<file path="src/rtl/conv33_window_gen_pkg.sv">
// conv33_window_gen_pkg: shared defaults for the window generator and the conv33 engine
package conv33_window_gen_pkg;
  localparam int DEF_DATA_WIDTH = 8;
  localparam int DEF_IMG_W = 28;
  localparam int DEF_IMG_H = 28;
  localparam int WIN = 3;
endpackage

</file>
<file path="src/rtl/conv33_window_gen_if.sv">
// conv33_window_gen_if: pixel stream in, 3x3 window and flags out
interface conv33_window_gen_if import conv33_window_gen_pkg::*; #(
  parameter int DATA_WIDTH = DEF_DATA_WIDTH
);
  logic frame_start;
  logic pix_valid;
  logic [DATA_WIDTH-1:0] pix_data;
  logic out_valid;
  logic frame_done;
  logic [DATA_WIDTH-1:0] out_0_0, out_0_1, out_0_2;
  logic [DATA_WIDTH-1:0] out_1_0, out_1_1, out_1_2;
  logic [DATA_WIDTH-1:0] out_2_0, out_2_1, out_2_2;
  modport master (
    output frame_start, pix_valid, pix_data,
    input out_valid, frame_done,
    input out_0_0, out_0_1, out_0_2, out_1_0, out_1_1, out_1_2, out_2_0, out_2_1, out_2_2
  );
  modport slave (
    input frame_start, pix_valid, pix_data,
    output out_valid, frame_done,
    output out_0_0, out_0_1, out_0_2, out_1_0, out_1_1, out_1_2, out_2_0, out_2_1, out_2_2
  );
endinterface

</file>
<file path="src/rtl/conv33_line_buf.sv">
// conv33_line_buf: one image row of pixels, async read, sync write, storage not reset
module conv33_line_buf #(
  parameter int DATA_WIDTH = 8,
  parameter int DEPTH = 28,
  parameter int ADDR_W = $clog2(DEPTH)
) (
  input  logic                  clk,
  input  logic                  we,
  input  logic [ADDR_W-1:0]     addr,
  input  logic [DATA_WIDTH-1:0] wdata,
  output logic [DATA_WIDTH-1:0] rdata
);
  logic [DATA_WIDTH-1:0] mem [DEPTH];
  always_ff @(posedge clk)
    if (we) mem[addr] <= wdata;
  assign rdata = mem[addr];
endmodule

</file>
<file path="src/rtl/conv33_window_gen.sv">
// conv33_window_gen: raster pixel stream to stride-1 3x3 windows for conv33
module conv33_window_gen import conv33_window_gen_pkg::*; #(
  parameter int DATA_WIDTH = DEF_DATA_WIDTH,
  parameter int IMG_W = DEF_IMG_W,
  parameter int IMG_H = DEF_IMG_H
) (
  input logic clk,
  input logic rst,
  conv33_window_gen_if.slave s
);
  localparam int COL_W = $clog2(IMG_W);
  localparam int ROW_W = $clog2(IMG_H);
  logic [COL_W-1:0] col, c;
  logic [ROW_W-1:0] row, r;
  logic last_col, last_row, out_valid, frame_done;
  logic [DATA_WIDTH-1:0] lb0_q, lb1_q;
  logic [WIN-1:0][WIN-1:0][DATA_WIDTH-1:0] win;
  // frame_start overrides the counters combinationally so a coincident pixel lands at (0,0)
  assign c = s.frame_start ? '0 : col;
  assign r = s.frame_start ? '0 : row;
  assign last_col = c == COL_W'(IMG_W - 1);
  assign last_row = r == ROW_W'(IMG_H - 1);
  conv33_line_buf #(.DATA_WIDTH(DATA_WIDTH), .DEPTH(IMG_W), .ADDR_W(COL_W)) lb0 (
    .clk(clk), .we(s.pix_valid), .addr(c), .wdata(lb1_q), .rdata(lb0_q)
  );
  conv33_line_buf #(.DATA_WIDTH(DATA_WIDTH), .DEPTH(IMG_W), .ADDR_W(COL_W)) lb1 (
    .clk(clk), .we(s.pix_valid), .addr(c), .wdata(s.pix_data), .rdata(lb1_q)
  );
  always_ff @(posedge clk or posedge rst)
    if (rst) begin
      col <= '0;
      row <= '0;
      out_valid <= 1'b0;
      frame_done <= 1'b0;
      win <= '0;
    end else begin
      out_valid <= s.pix_valid && r >= ROW_W'(2) && c >= COL_W'(2);
      frame_done <= s.pix_valid && last_row && last_col;
      if (s.pix_valid) begin
        col <= last_col ? '0 : c + 1'b1;
        row <= last_col ? (last_row ? '0 : r + 1'b1) : r;
        for (int i = 0; i < WIN; i++) begin
          win[i][0] <= win[i][1];
          win[i][1] <= win[i][2];
        end
        win[0][2] <= lb0_q;
        win[1][2] <= lb1_q;
        win[2][2] <= s.pix_data;
      end else if (s.frame_start) begin
        col <= '0;
        row <= '0;
      end
    end
  assign s.out_valid = out_valid;
  assign s.frame_done = frame_done;
  assign s.out_0_0 = win[0][0];
  assign s.out_0_1 = win[0][1];
  assign s.out_0_2 = win[0][2];
  assign s.out_1_0 = win[1][0];
  assign s.out_1_1 = win[1][1];
  assign s.out_1_2 = win[1][2];
  assign s.out_2_0 = win[2][0];
  assign s.out_2_1 = win[2][1];
  assign s.out_2_2 = win[2][2];
endmodule
</file>
<file path="src/flat_wrapper.sv">
// flat-port wrapper written by rule: the top's interface ports become plain ports
module conv33_window_gen_flat import conv33_window_gen_pkg::*;
#(
  parameter int DATA_WIDTH = DEF_DATA_WIDTH,
  parameter int IMG_W = DEF_IMG_W,
  parameter int IMG_H = DEF_IMG_H
)
  (clk, rst, s_frame_start, s_pix_valid, s_pix_data, s_out_valid, s_frame_done, s_out_0_0, s_out_0_1, s_out_0_2, s_out_1_0, s_out_1_1, s_out_1_2, s_out_2_0, s_out_2_1, s_out_2_2);
  conv33_window_gen_if #(.DATA_WIDTH(DATA_WIDTH)) s_i ();
  input logic clk;
  input logic rst;
  input wire logic [$bits(s_i.frame_start)-1:0] s_frame_start;
  input wire logic [$bits(s_i.pix_valid)-1:0] s_pix_valid;
  input wire logic [$bits(s_i.pix_data)-1:0] s_pix_data;
  output wire logic [$bits(s_i.out_valid)-1:0] s_out_valid;
  output wire logic [$bits(s_i.frame_done)-1:0] s_frame_done;
  output wire logic [$bits(s_i.out_0_0)-1:0] s_out_0_0;
  output wire logic [$bits(s_i.out_0_1)-1:0] s_out_0_1;
  output wire logic [$bits(s_i.out_0_2)-1:0] s_out_0_2;
  output wire logic [$bits(s_i.out_1_0)-1:0] s_out_1_0;
  output wire logic [$bits(s_i.out_1_1)-1:0] s_out_1_1;
  output wire logic [$bits(s_i.out_1_2)-1:0] s_out_1_2;
  output wire logic [$bits(s_i.out_2_0)-1:0] s_out_2_0;
  output wire logic [$bits(s_i.out_2_1)-1:0] s_out_2_1;
  output wire logic [$bits(s_i.out_2_2)-1:0] s_out_2_2;
  assign s_i.frame_start = s_frame_start;
  assign s_i.pix_valid = s_pix_valid;
  assign s_i.pix_data = s_pix_data;
  assign s_out_valid = s_i.out_valid;
  assign s_frame_done = s_i.frame_done;
  assign s_out_0_0 = s_i.out_0_0;
  assign s_out_0_1 = s_i.out_0_1;
  assign s_out_0_2 = s_i.out_0_2;
  assign s_out_1_0 = s_i.out_1_0;
  assign s_out_1_1 = s_i.out_1_1;
  assign s_out_1_2 = s_i.out_1_2;
  assign s_out_2_0 = s_i.out_2_0;
  assign s_out_2_1 = s_i.out_2_1;
  assign s_out_2_2 = s_i.out_2_2;
  conv33_window_gen #(.DATA_WIDTH(DATA_WIDTH), .IMG_W(IMG_W), .IMG_H(IMG_H)) u_core (.clk(clk), .rst(rst), .s(s_i));
endmodule
</file>
<file path="config.mk">
export PLATFORM = sky130hd
export DESIGN_NAME = conv33_window_gen_flat
export DESIGN_NICKNAME = d
export VERILOG_FILES = /design/src/rtl/conv33_window_gen_pkg.sv /design/src/rtl/conv33_window_gen_if.sv /design/src/rtl/conv33_line_buf.sv /design/src/rtl/conv33_window_gen.sv /design/src/flat_wrapper.sv
export SDC_FILE = /design/constraint.sdc
export NUM_CORES = 1
export LEC_CHECK = 0
export ABC_AREA = 1
export CAP_MARGIN = 40
export CORE_UTILIZATION = 40
export DETAILED_ROUTE_END_ITERATION = 7
export GPL_TIMING_DRIVEN = 0
export PLACE_DENSITY = 0.68
export SLEW_MARGIN = 20
export SYNTH_ARGS = -nofsm -noshare
export SYNTH_HDL_FRONTEND = slang
export SYNTH_SLANG_ARGS = --single-unit
</file>
<file path="constraint.sdc">
create_clock -name clk -period 2.35 [get_ports clk]
set_input_delay 0.235 -clock clk [delete_from_list [all_inputs] [get_ports clk]]
set_output_delay 0.235 -clock clk [all_outputs]
set_load 0.01 [all_outputs]
</file>
==> flow_summary.json <==
{
  "status": "finished, violations left",
  "violations": "setup timing",
  "synth-edff-count": 448,
  "ys_seq_elements": 532,
  "dr.pass1.iters": 8,
  "dp_cells": 2785,
  "combinationalPowerShare_pct": 13.0,
  "grt_max_degree": 37,
  "ys_seq_area_share_pct": 71.5,
  "ios": 86,
  "fin_skew_ns": 0.0202,
  "hold_buffers": 0,
  "initial_core_util_pct": 40.4,
  "postPlaceCellArea_sq_um": 24000,
  "postRouteAntennaNets": 0,
  "grt_overflow": 0,
  "vias": 16300,
  "cpMostUsedCell": "inv_2",
  "gr-usage-all-layers_pct": 24.3,
  "crit_arrival_ns": 2.70,
  "via_per_inst": 5.55,
  "wire_per_inst_microns": 23.2,
  "critPathCaptureType": "flop",
  "ys_types": 35,
  "drcViolationCount": 0,
  "p_per_area_nw_per_um2": 811,
  "max_slew_margin_pct": 50.7,
  "die_area_sq_um": 55300,
  "critPathSlowestCell": "nor3_2",
  "synthFlopType": "edfxtp_1",
  "critPathMaxFanout": 10,
  "cts_buffers": 52,
  "maxSlewViolCount": 0,
  "yosys.area.top_type": "edfxtp_1",
  "setup_ws_ns": -0.0381,
  "dpl.hpwl_microns": 41200,
  "switchingPower_uw": 5490,
  "rrSetupSlack_ns": -0.04,
  "maxCapViolations": 0,
  "die_h_microns": 235,
  "place.gp.congestion": 0.940,
  "yosysMostFrequentCell": "nand2_1",
  "synth-async-reset-ratio_pct": 15.8,
  "finalCriticalPeriod_ns": 2.39,
  "p_leak_uw": 0.0107,
  "synth_top_area_share_pct": 61.9,
  "area_growth_pct": 23.2,
  "cts_tree": "done",
  "worstSkewPairLatency_ns": 0.62,
  "setup_viol": 76,
  "antenna_found_initial": 2,
  "synthTopCellsByArea": "edfxtp_1 62%, nand2_1 11%, dfrtp_1 9.7%",
  "cts.clk_slew.worst_paths_ns": 0.07,
  "internal_power_uw": 16200,
  "vdd_ir_drop_max_uv": 564,
  "rr_worst_depth": 7,
  "final_cells": 2940,
  "rsz0062_at_grt": "yes",
  "cts_root_buf": "clkbuf_16",
  "num_rows": 85,
  "worstReg2RegEnd": "u_core.lb0.mem[1][2]$_DFFE_PP_",
  "cts.sinks": 532,
  "layout.nets": 2219,
  "synthTopCellsByCount": "665 x nand2_1, 448 x edfxtp_1, 235 x inv_1, 201 x nand3_1, 84 x dfrtp_1",
  "p_clk_share_pct": 37.0,
  "critPathLaunchType": "flop",
  "power.share.sequential_pct": 50.0,
  "fp.coreArea_sq_um": 53800,
  "swShare_pct": 25.3,
  "fmax_mhz": 419,
  "hold_path.class": "in -> async",
  "cts_buffer_depth": 3,
  "hold_viol_final": 0,
  "yosysWarnings": 0,
  "drive_gt1_share_pct": 14.1,
  "dieWidth_microns": 235,
  "cp.required_ns": 2.66,
  "grt_pass1_vias": 15700,
  "io_buffer_count": 84,
  "timing.rr.start": "u_core.col[2]$_DFF_PP0_",
  "syn_inst": 1980,
  "first_iter_violations": 2371,
  "crit_chain": "inv_2 > nor2_2 > clkbuf_4 > nor3_2 > inv_2 > nor2_4 > buf_4",
  "htreeDepth": 2,
  "worst_slew_pin_slew_ns": 0.740,
  "critical-path-max-stage-delay_ns": 0.44,
  "crit_type": "reg -> reg",
  "fin_crit_sh_pct": 102,
  "fin_area_sq_um": 26800,
  "syn_area_sq_um": 21700,
  "grt_pass1_wl_microns": 99400,
  "synth_fp_nets": 1993,
  "syn_area_per_cell_sq_um": 11.0,
  "routed_wl_microns": 68300
}
==> cell families after synthesis <==
group / Yosys count / share of synthesized area [%]
AO/OA/AOI/OAI: 122 / 3.20
adder cells (fa/ha/maj): 1 / 0.0575
buffers and inverters: 335 / 6.29
XOR/XNOR: 2 / 0.0806
AND/OR/NAND/NOR: 987 / 18.8
flip-flops: 532 / 71.5
multiplexers: 1 / 0.0460
==> area by class of cell <==
cell class,instances,area (sq um)
fill,4461,27000
sequential,532,15600
multi-input combinational,1118,5320
timing repair buffer,169,1950
clock buffer,73,1420
inverter,241,911
tap,696,871
buffer,92,579
clock inverter,18,176
antenna,1,2.50
==> power by group through the flow <==
stage	Sequential (uW)	Combinational [uW]	Clock (uW)
2_1_floorplan	11100	1080	0
6_report	10900	2830	8030
3_5_place_dp	11100	2430	0
4_1_cts	10900	2670	8070
3_3_place_gp	11100	2270	0
5_1_grt	10900	2960	8440
==> layer usage <==
| layer | global-route usage [%] | vias up | routed length (microns) |
|---|---|---|---|
| met4 | 15.2 | 2 | 4780 |
| met5 | 0 | - | 13 |
| met2 | 38.4 | 1255 | 30500 |
| met3 | 5.66 | 300 | 8540 |
| li1 | - | 7021 | - |
| met1 | 30.3 | 7741 | 24500 |
==> cells in the final DEF, fill, tap and decap left out, types with 14 or more instances in the layout <==
cell / Yosys / routed
buf_2: 38 / 26
nor2_1: 79 / 46
inv_1: 235 / 232
a21oi_1: 39 / 38
clkbuf_16: 0 / 52
buf_6: 4 / 18
clkbuf_4: 0 / 14
buf_8: 0 / 16
buf_4: 9 / 46
nor2_4: 4 / 39
buf_12: 0 / 26
nand3_1: 201 / 192
nand4_1: 26 / 26
o211ai_1: 19 / 19
clkdlybuf4s50_1: 0 / 78
o21ai_0: 47 / 46
dfrtp_1: 84 / 83
clkbuf_1: 29 / 34
nand2_1: 665 / 652
edfxtp_1: 448 / 448
==> registers in the layout (all words and copies together) (netlist names) <==
signal,flops
u_core.lb0.mem,224
u_core.lb1.mem,224
u_core.s.out_0_0,8
u_core.s.out_0_1,8
u_core.s.out_0_2,8
u_core.s.out_1_0,8
u_core.s.out_1_1,8
u_core.s.out_1_2,8
u_core.s.out_2_0,8
u_core.s.out_2_1,8
u_core.s.out_2_2,8
u_core.col,5
u_core.row,5
u_core.s.frame_done,1
u_core.s.out_valid,1
==> critical path: cells and delay by family, from the launching register on <==
family,cells,cell delay [ns]
and+or+nand+nor,3,0.73
DFF,1,0.43
buffers and inverters,4,0.91
==> stage by stage <==
step / hold WS [ns] / setup slack, ns / total power (uW) / setup TNS, ns / utilization [%]
final: 0.0288 / -0.0381 / 21700 / -1.08 / 49.8
after global routing: 0.0785 / -0.0504 / 22300 / -1.94 / 49.8
after CTS: 0.0271 / 0.00325 / 21600 / 0 / 49.3
after detailed placement: 0.473 / -1.05 / 13500 / -442.21 / 44.6
after global placement: 0.465 / -1.81 / 13400 / -804.89 / 43.6
after floorplan: 0.334 / -0.0703 / 12200 / -14.11 / -
==> repair_timing <==
item	4_1_cts	5_1_grt
gates cloned	6	0
pin swaps	34	10
resized for setup	80	49
setup buffers	46	11
endpoints found under the hold margin	0	0
setup endpoints to repair	681	540
==> worst max-delay path by stage <==
stage	from	to	slack [ns]	cells after the start
global placement	s_pix_valid	u_core.lb0.mem[0][7]$_DFFE_PP_	-1.81	5
global route	u_core.col[2]$_DFF_PP0_	u_core.lb0.mem[1][2]$_DFFE_PP_	-0.05	7
finish	u_core.col[2]$_DFF_PP0_	u_core.lb0.mem[1][2]$_DFFE_PP_	-0.04	7
CTS	u_core.col[1]$_DFF_PP0_	u_core.lb0.mem[23][6]$_DFFE_PP_	0.003	8
floorplan	s_frame_start	u_core.lb0.mem[24][0]$_DFFE_PP_	-0.07	10
detailed placement	s_pix_valid	u_core.lb1.mem[8][1]$_DFFE_PP_	-1.05	6
(Power assumes the default switching activity.)
